--- src/rtl/vga_timing_gen.sv ---
// 640x480@60 raster timing generator: publishes the next pixel coordinate to the
// frame-buffer side and realigns the returned RGB with sync/blank for the DAC.
module vga_timing_gen #(
  parameter int H_ACTIVE = 640,
  parameter int H_FP     = 16,
  parameter int H_SYNC   = 96,
  parameter int H_BP     = 48,
  parameter int V_ACTIVE = 480,
  parameter int V_FP     = 10,
  parameter int V_SYNC   = 2,
  parameter int V_BP     = 33,
  parameter int DATA_LAT = 2,
  parameter int RGB_W    = 10
) (
  input  logic             iCLK,
  input  logic             iRST,
  input  logic [3:0]       iCursor_RGB_EN,
  input  logic [RGB_W-1:0] iRed,
  input  logic [RGB_W-1:0] iGreen,
  input  logic [RGB_W-1:0] iBlue,
  output logic [9:0]       oCoord_X,
  output logic [9:0]       oCoord_Y,
  output logic             oRequest,
  output logic             oVBlank,
  output logic             oFrame_Start,
  output logic [RGB_W-1:0] oVGA_R,
  output logic [RGB_W-1:0] oVGA_G,
  output logic [RGB_W-1:0] oVGA_B,
  output logic             oVGA_H_SYNC,
  output logic             oVGA_V_SYNC,
  output logic             oVGA_BLANK,
  output logic             oVGA_SYNC
);

  localparam int H_TOTAL = H_ACTIVE + H_FP + H_SYNC + H_BP;
  localparam int V_TOTAL = V_ACTIVE + V_FP + V_SYNC + V_BP;

  localparam logic [9:0] H_ACT_L   = 10'(H_ACTIVE);
  localparam logic [9:0] H_LAST    = 10'(H_TOTAL - 1);
  localparam logic [9:0] HS_START  = 10'(H_ACTIVE + H_FP);
  localparam logic [9:0] HS_END    = 10'(H_ACTIVE + H_FP + H_SYNC);
  localparam logic [9:0] V_ACT_L   = 10'(V_ACTIVE);
  localparam logic [9:0] V_LAST    = 10'(V_TOTAL - 1);
  localparam logic [9:0] VS_START  = 10'(V_ACTIVE + V_FP);
  localparam logic [9:0] VS_END    = 10'(V_ACTIVE + V_FP + V_SYNC);

  logic [9:0] h_cnt;
  logic [9:0] v_cnt;
  logic       raw_act;
  logic       raw_hs;
  logic       raw_vs;

  logic [DATA_LAT-1:0] act_sr;
  logic [DATA_LAT-1:0] hs_sr;
  logic [DATA_LAT-1:0] vs_sr;

  logic unused_en;
  assign unused_en = iCursor_RGB_EN[3];

  always_ff @(posedge iCLK) begin
    if (iRST) begin
      h_cnt <= '0;
      v_cnt <= '0;
    end else if (h_cnt == H_LAST) begin
      h_cnt <= '0;
      v_cnt <= (v_cnt == V_LAST) ? '0 : v_cnt + 10'd1;
    end else begin
      h_cnt <= h_cnt + 10'd1;
    end
  end

  // oRequest is a one-way strobe with no backpressure: the pixel source must
  // present the matching RGB exactly DATA_LAT clocks after each request.
  always_comb begin
    raw_act      = ~iRST & (h_cnt < H_ACT_L) & (v_cnt < V_ACT_L);
    raw_hs       = ~iRST & (h_cnt >= HS_START) & (h_cnt < HS_END);
    raw_vs       = ~iRST & (v_cnt >= VS_START) & (v_cnt < VS_END);
    oRequest     = raw_act;
    oCoord_X     = raw_act ? h_cnt : '0;
    oCoord_Y     = raw_act ? v_cnt : '0;
    oVBlank      = ~iRST & (v_cnt >= V_ACT_L);
    oFrame_Start = ~iRST & (h_cnt == '0) & (v_cnt == '0);
  end

  // Flags ride a DATA_LAT-deep delay so they meet the returned pixel at capture.
  always_ff @(posedge iCLK) begin
    if (iRST) begin
      act_sr      <= '0;
      hs_sr       <= '0;
      vs_sr       <= '0;
      oVGA_R      <= '0;
      oVGA_G      <= '0;
      oVGA_B      <= '0;
      oVGA_H_SYNC <= 1'b1;
      oVGA_V_SYNC <= 1'b1;
      oVGA_BLANK  <= 1'b0;
    end else begin
      act_sr[0] <= raw_act;
      hs_sr[0]  <= raw_hs;
      vs_sr[0]  <= raw_vs;
      for (int i = 1; i < DATA_LAT; i++) begin
        act_sr[i] <= act_sr[i-1];
        hs_sr[i]  <= hs_sr[i-1];
        vs_sr[i]  <= vs_sr[i-1];
      end
      oVGA_R      <= (act_sr[DATA_LAT-1] & iCursor_RGB_EN[2]) ? iRed   : '0;
      oVGA_G      <= (act_sr[DATA_LAT-1] & iCursor_RGB_EN[1]) ? iGreen : '0;
      oVGA_B      <= (act_sr[DATA_LAT-1] & iCursor_RGB_EN[0]) ? iBlue  : '0;
      oVGA_H_SYNC <= ~hs_sr[DATA_LAT-1];
      oVGA_V_SYNC <= ~vs_sr[DATA_LAT-1];
      oVGA_BLANK  <= act_sr[DATA_LAT-1];
    end
  end

  assign oVGA_SYNC = 1'b0;

endmodule

--- config.mk ---
export PLATFORM = sky130hd
export DESIGN_NAME = vga_timing_gen
export DESIGN_NICKNAME = d
export VERILOG_FILES = /design/src/rtl/vga_timing_gen.sv
export SDC_FILE = /design/constraint.sdc
export NUM_CORES = 1
export LEC_CHECK = 0
export CORE_ASPECT_RATIO = 0.5
export CORE_MARGIN = 10
export CORE_UTILIZATION = 47
export CTS_BUF_LIST = sky130_fd_sc_hd__clkbuf_8
export DETAILED_ROUTE_END_ITERATION = 6
export PLACE_DENSITY = 0.95
export SLEW_MARGIN = 20
export SYNTH_ARGS = -nofsm -noshare
export SYNTH_HDL_FRONTEND = slang
export SYNTH_SLANG_ARGS = --single-unit
--- constraint.sdc ---
create_clock -name iCLK -period 2.9 [get_ports iCLK]
set_input_delay 0.435 -clock iCLK [delete_from_list [all_inputs] [get_ports iCLK]]
set_output_delay 0.435 -clock iCLK [all_outputs]
set_load 0.01 [all_outputs]
; ---- Word-level counts from Yosys, hierarchy flattened
; Cells that the tools add are included.
[totals]
register_bits = 59
word_cells = 49
[classes]
n_bitwise = 18
add_sub_neg = 2
mux = 3
reduce_logical = 6
n_lt_le_gt_ge = 7
eq_ne = 2
[ops]
columns = cell, count
row1 = $mux W10, 3
row2 = $add A10 B1 Y10 const B, 2
row3 = $eq A10 B10 Y1 const B, 2
row4 = $ge A10 B9 Y1 const B, 2
row5 = $logic_not A10 Y1, 2
row6 = $lt A10 B10 Y1 const B, 2
row7 = $lt A10 B9 Y1 const B, 2
row8 = $and A1 B1 Y1, 12
row9 = $ge A10 B10 Y1 const B, 1
row10 = $reduce_or A2 Y1, 4
row11 = $not A1 Y1, 6

; ---- Logic depth before layout (Yosys ltp)
[logic_depth]
word_depth = 4
mapped_depth = 6
depth_no_buf = 6

; ---- Worst setup path after synthesis
; No wires, ideal clock.
[synth_path]
kind = register -> output
startpoint = register h_cnt[7]
endpoint = output oFrame_Start
t_required_ns = 2.465
n_path_buf = 1
arrival_time_ns = 1.493
setup_slack_ns = 0.972
stages_incl_launch_ff = 4
path_cell_list = dfxtp_1 > buf_6 > or4_2 > nor4b_1
[synth_between]
elab_chain_cells = 3
[synth_rtl]
columns = item, line
row1 = from (decl), 47  ; logic [9:0] h_cnt;
row2 = from (signal assigned), 68  ; h_cnt <= h_cnt + 10'd1;
row3 = $logic_not A10 Y1, 82  ; oFrame_Start = ~iRST & (h_cnt == '0) & (v_cnt == '0);
row4 = $and A1 B1 Y1 (2 in a row), 82
row5 = to (decl), 25  ; output logic oFrame_Start,
; No other way between the ends.

; ---- Worst setup path in the final report
[layout_path]
startpoint = register h_cnt[8]
endpoint = output oFrame_Start
; Same word-level chain as after synthesis.

==> flow_summary.yaml <==
grt:
  grt_pass1_vias: 2079
  grt_max_degree: 32
  overflow: 0
  antenna_found_initial: 0
  grtUsageTotal_pct: 16.79
  grt_pass1_wl_um: 11250
run_status:
  status: "complete, no violations"
timing:
  fin_tns_setup_ps: 0
  whs_ps: 381.0
  tightest_slew_ps: 550.3
  period_share_pct: 93.65
  slew_violations: 0
  max-slew-margin-rel_pct: 63.24
  finalSetupViolCount: 0
  grt_setup_unrepaired: "false"
  period_minus_slack_ps: 2716
  clock.fmax_mhz: 368.2
  skew_ps: 11.59
  finalHoldViolCount: 0
clock_tree:
  ctsResizeCount: 0
  clock_latency_ps: 340
  cts_tree: "done"
  path_clk_slew_ps: 70
  post-cts-setup-buffers: 0
  cts-root-buf: "clkbuf_8"
  htree_levels: 3
  clockBufferDepth: 2
  numCtsBuffers: 9
  clock-sinks: 59
  hold_buffers: 0
synth:
  synth.avg_cell_area_um2: 9.709
  synth_top_cell_by_area: "dfxtp_1"
  synth_top_area_share_pct: 52.21
  ys.warnings.count: 0
  ys_types: 35
  synthTopCellsByArea: "dfxtp_1 52%, and3_1 10%, and2_1 5.0%"
  syn_inst: 233
  synth_seq_area_share_pct: 52.21
  netlist_area_um2: 2262
  ys_ff_latch: 59
drt:
  wl_per_cell_um: 17.40
  vias: 2063
  vias_per_cell: 5.196
  wirelength_um: 6908
  drt_iter0_markers: 252
  firstDrtPassIters: 4
  drc: 0
  ant_nets: 0
layout:
  final_common_cell: "clkdlybuf4s50_1"
  syn_to_final_growth_pct: 50.06
  nets: 367
  antenna_cells: 0
  drive_above_1_share_pct: 7.553
  final_cell_mix: "89 x clkdlybuf4s50_1, 59 x dfxtp_1, 36 x and3_1, 18 x and2_1, 17 x nor2_1"
setup_path:
  worst_path_largest_cell_delay_ps: 680
  start_kind: "flop"
  cp.arrival_ps: 2280
  cp-end-kind: "output pin"
  ff2ff_setup_slack_ps: 940
  critPathTopFamily: "simple AND/OR/NAND/NOR gates"
  slowest_stage: "or4_2"
  crit_buf_inv: 1
  path_class: "flop to output pin"
  crit_path_max_fanout: 8
  critPathRequiredTime_ps: 2470
  crit_path_cell_trace: "or4_2 > nor4b_1 > clkdlybuf4s50_1"
place:
  place.gp.congestion: 0.8313
  port-buffer-count: 89
  post-dp-hpwl_um: 5005
power_and_ir_drop:
  p_leak_nw: 1.370
  ir_worst_vdd_mv: 0.2351
  p_per_area_nw_per_um2: 499.1
hold_path:
  hold_class: "flop to flop"
floorplanning:
  die_x_um: 118.1
  row_count: 17
  io_pins: 93
  coreArea_um2: 4531
  start_util_pct: 49.93
  die_area_um2: 8156
  fp.dieH_um: 69.06
run:
  maxCapViolCount: 0
==> metal layers <==
metal	part of all wire, %	GRT usage (%)	up-vias	wire, um
met5	0	0	-	0
met4	1.3	5.256	0	89
met3	9.3	6.964	10	643
met2	52	30.24	106	3558
met1	38	17.43	959	2617
li1	-	-	988	-
==> where the power goes <==
group	total (mW)	internal, mW	leakage [nW]	switching [mW]
registers	0.830	0.822	0.478	0.00717
clock network	0.744	0.402	0.0962	0.342
logic	0.121	0.0751	0.796	0.0454
==> registers in the layout, summed over array words and instances, names as in the netlist <==
name         count
vs_sr            2
oVGA_H_SYNC      1
oVGA_G          10
v_cnt           10
h_cnt           10
oVGA_B          10
oVGA_R          10
oVGA_BLANK       1
act_sr           2
hs_sr            2
oVGA_V_SYNC      1
==> path summary, 6_finish.rpt <==
path                                 end                start  depth (start not counted)
setup / recovery            oFrame_Start  h_cnt[8]$_SDFF_PP0_                          3
hold / removal    oVGA_H_SYNC$_SDFF_PP1_  hs_sr[1]$_SDFF_PP0_                          1
setup reg to reg   v_cnt[4]$_SDFFE_PP0P_  h_cnt[0]$_SDFF_PP0_                          5
hold reg to reg   oVGA_H_SYNC$_SDFF_PP1_  hs_sr[1]$_SDFF_PP0_                          1
==> stage by stage <==
stage	utilization (%)	area, um^2	std cells	power (mW)	setup slack (ps)
floorplan	-	2266	234	0.8861	972.4
global placement	70.51	3194	381	0.9623	274.9
detailed placement	70.51	3194	381	0.9670	274.7
CTS	74.92	3395	397	1.712	166.6
global route	74.92	3395	397	1.769	103.8
finish	74.92	3395	397	1.694	184.1
==> worst reg2reg max path, cell delays in order, from the launching register on <==
cell	delay [ps]
dfxtp_1	410
ha_1	240
and3_1	360
nand3_1	210
o21bai_1	510
nor2_1	100
==> Yosys cell counts <==
cell,n
and4_1,1
o21bai_1,1
nand3_1,10
ha_1,5
and4b_2,1
inv_1,7
and2_2,1
or4_2,1
xnor2_1,4
or4bb_1,1
or2_2,1
nand2b_1,3
a21oi_1,8
conb_1,1
o21ai_0,4
o31ai_1,2
o2111ai_1,1
nor4b_1,1
or4_1,2
nor2_1,17
nand4_1,5
nor2b_1,5
buf_6,2
xor2_1,7
nor4_1,4
nand2_1,7
nand4b_1,1
dfxtp_1,59
buf_4,4
nor3_1,3
and3_1,36
nand4_4,1
and2_1,18
or3_1,3
clkbuf_1,6
==> area by class of cell <==
type	instances	area, um^2
multi-input combinational	156	983.4
sequential	59	1181
clock inverter	7	76.32
fill	290	1136
tap	66	82.58
clock buffer	9	123.9
timing repair buffer	93	920.9
inverter	7	26.28
==> cells by family (layout without fill, tap and decap cells) <==
group,after synthesis,count (layout),synth area share [%]
compound gates,16,16,4.038
xor+xnor,11,11,4.259
fa+ha+maj,5,5,2.765
buf+inv,19,116,4.480
flops,59,59,52.21
other cells,1,2,0.1658
simple gates,122,122,32.08
Note: power is estimated with default switching activity, not from simulation.
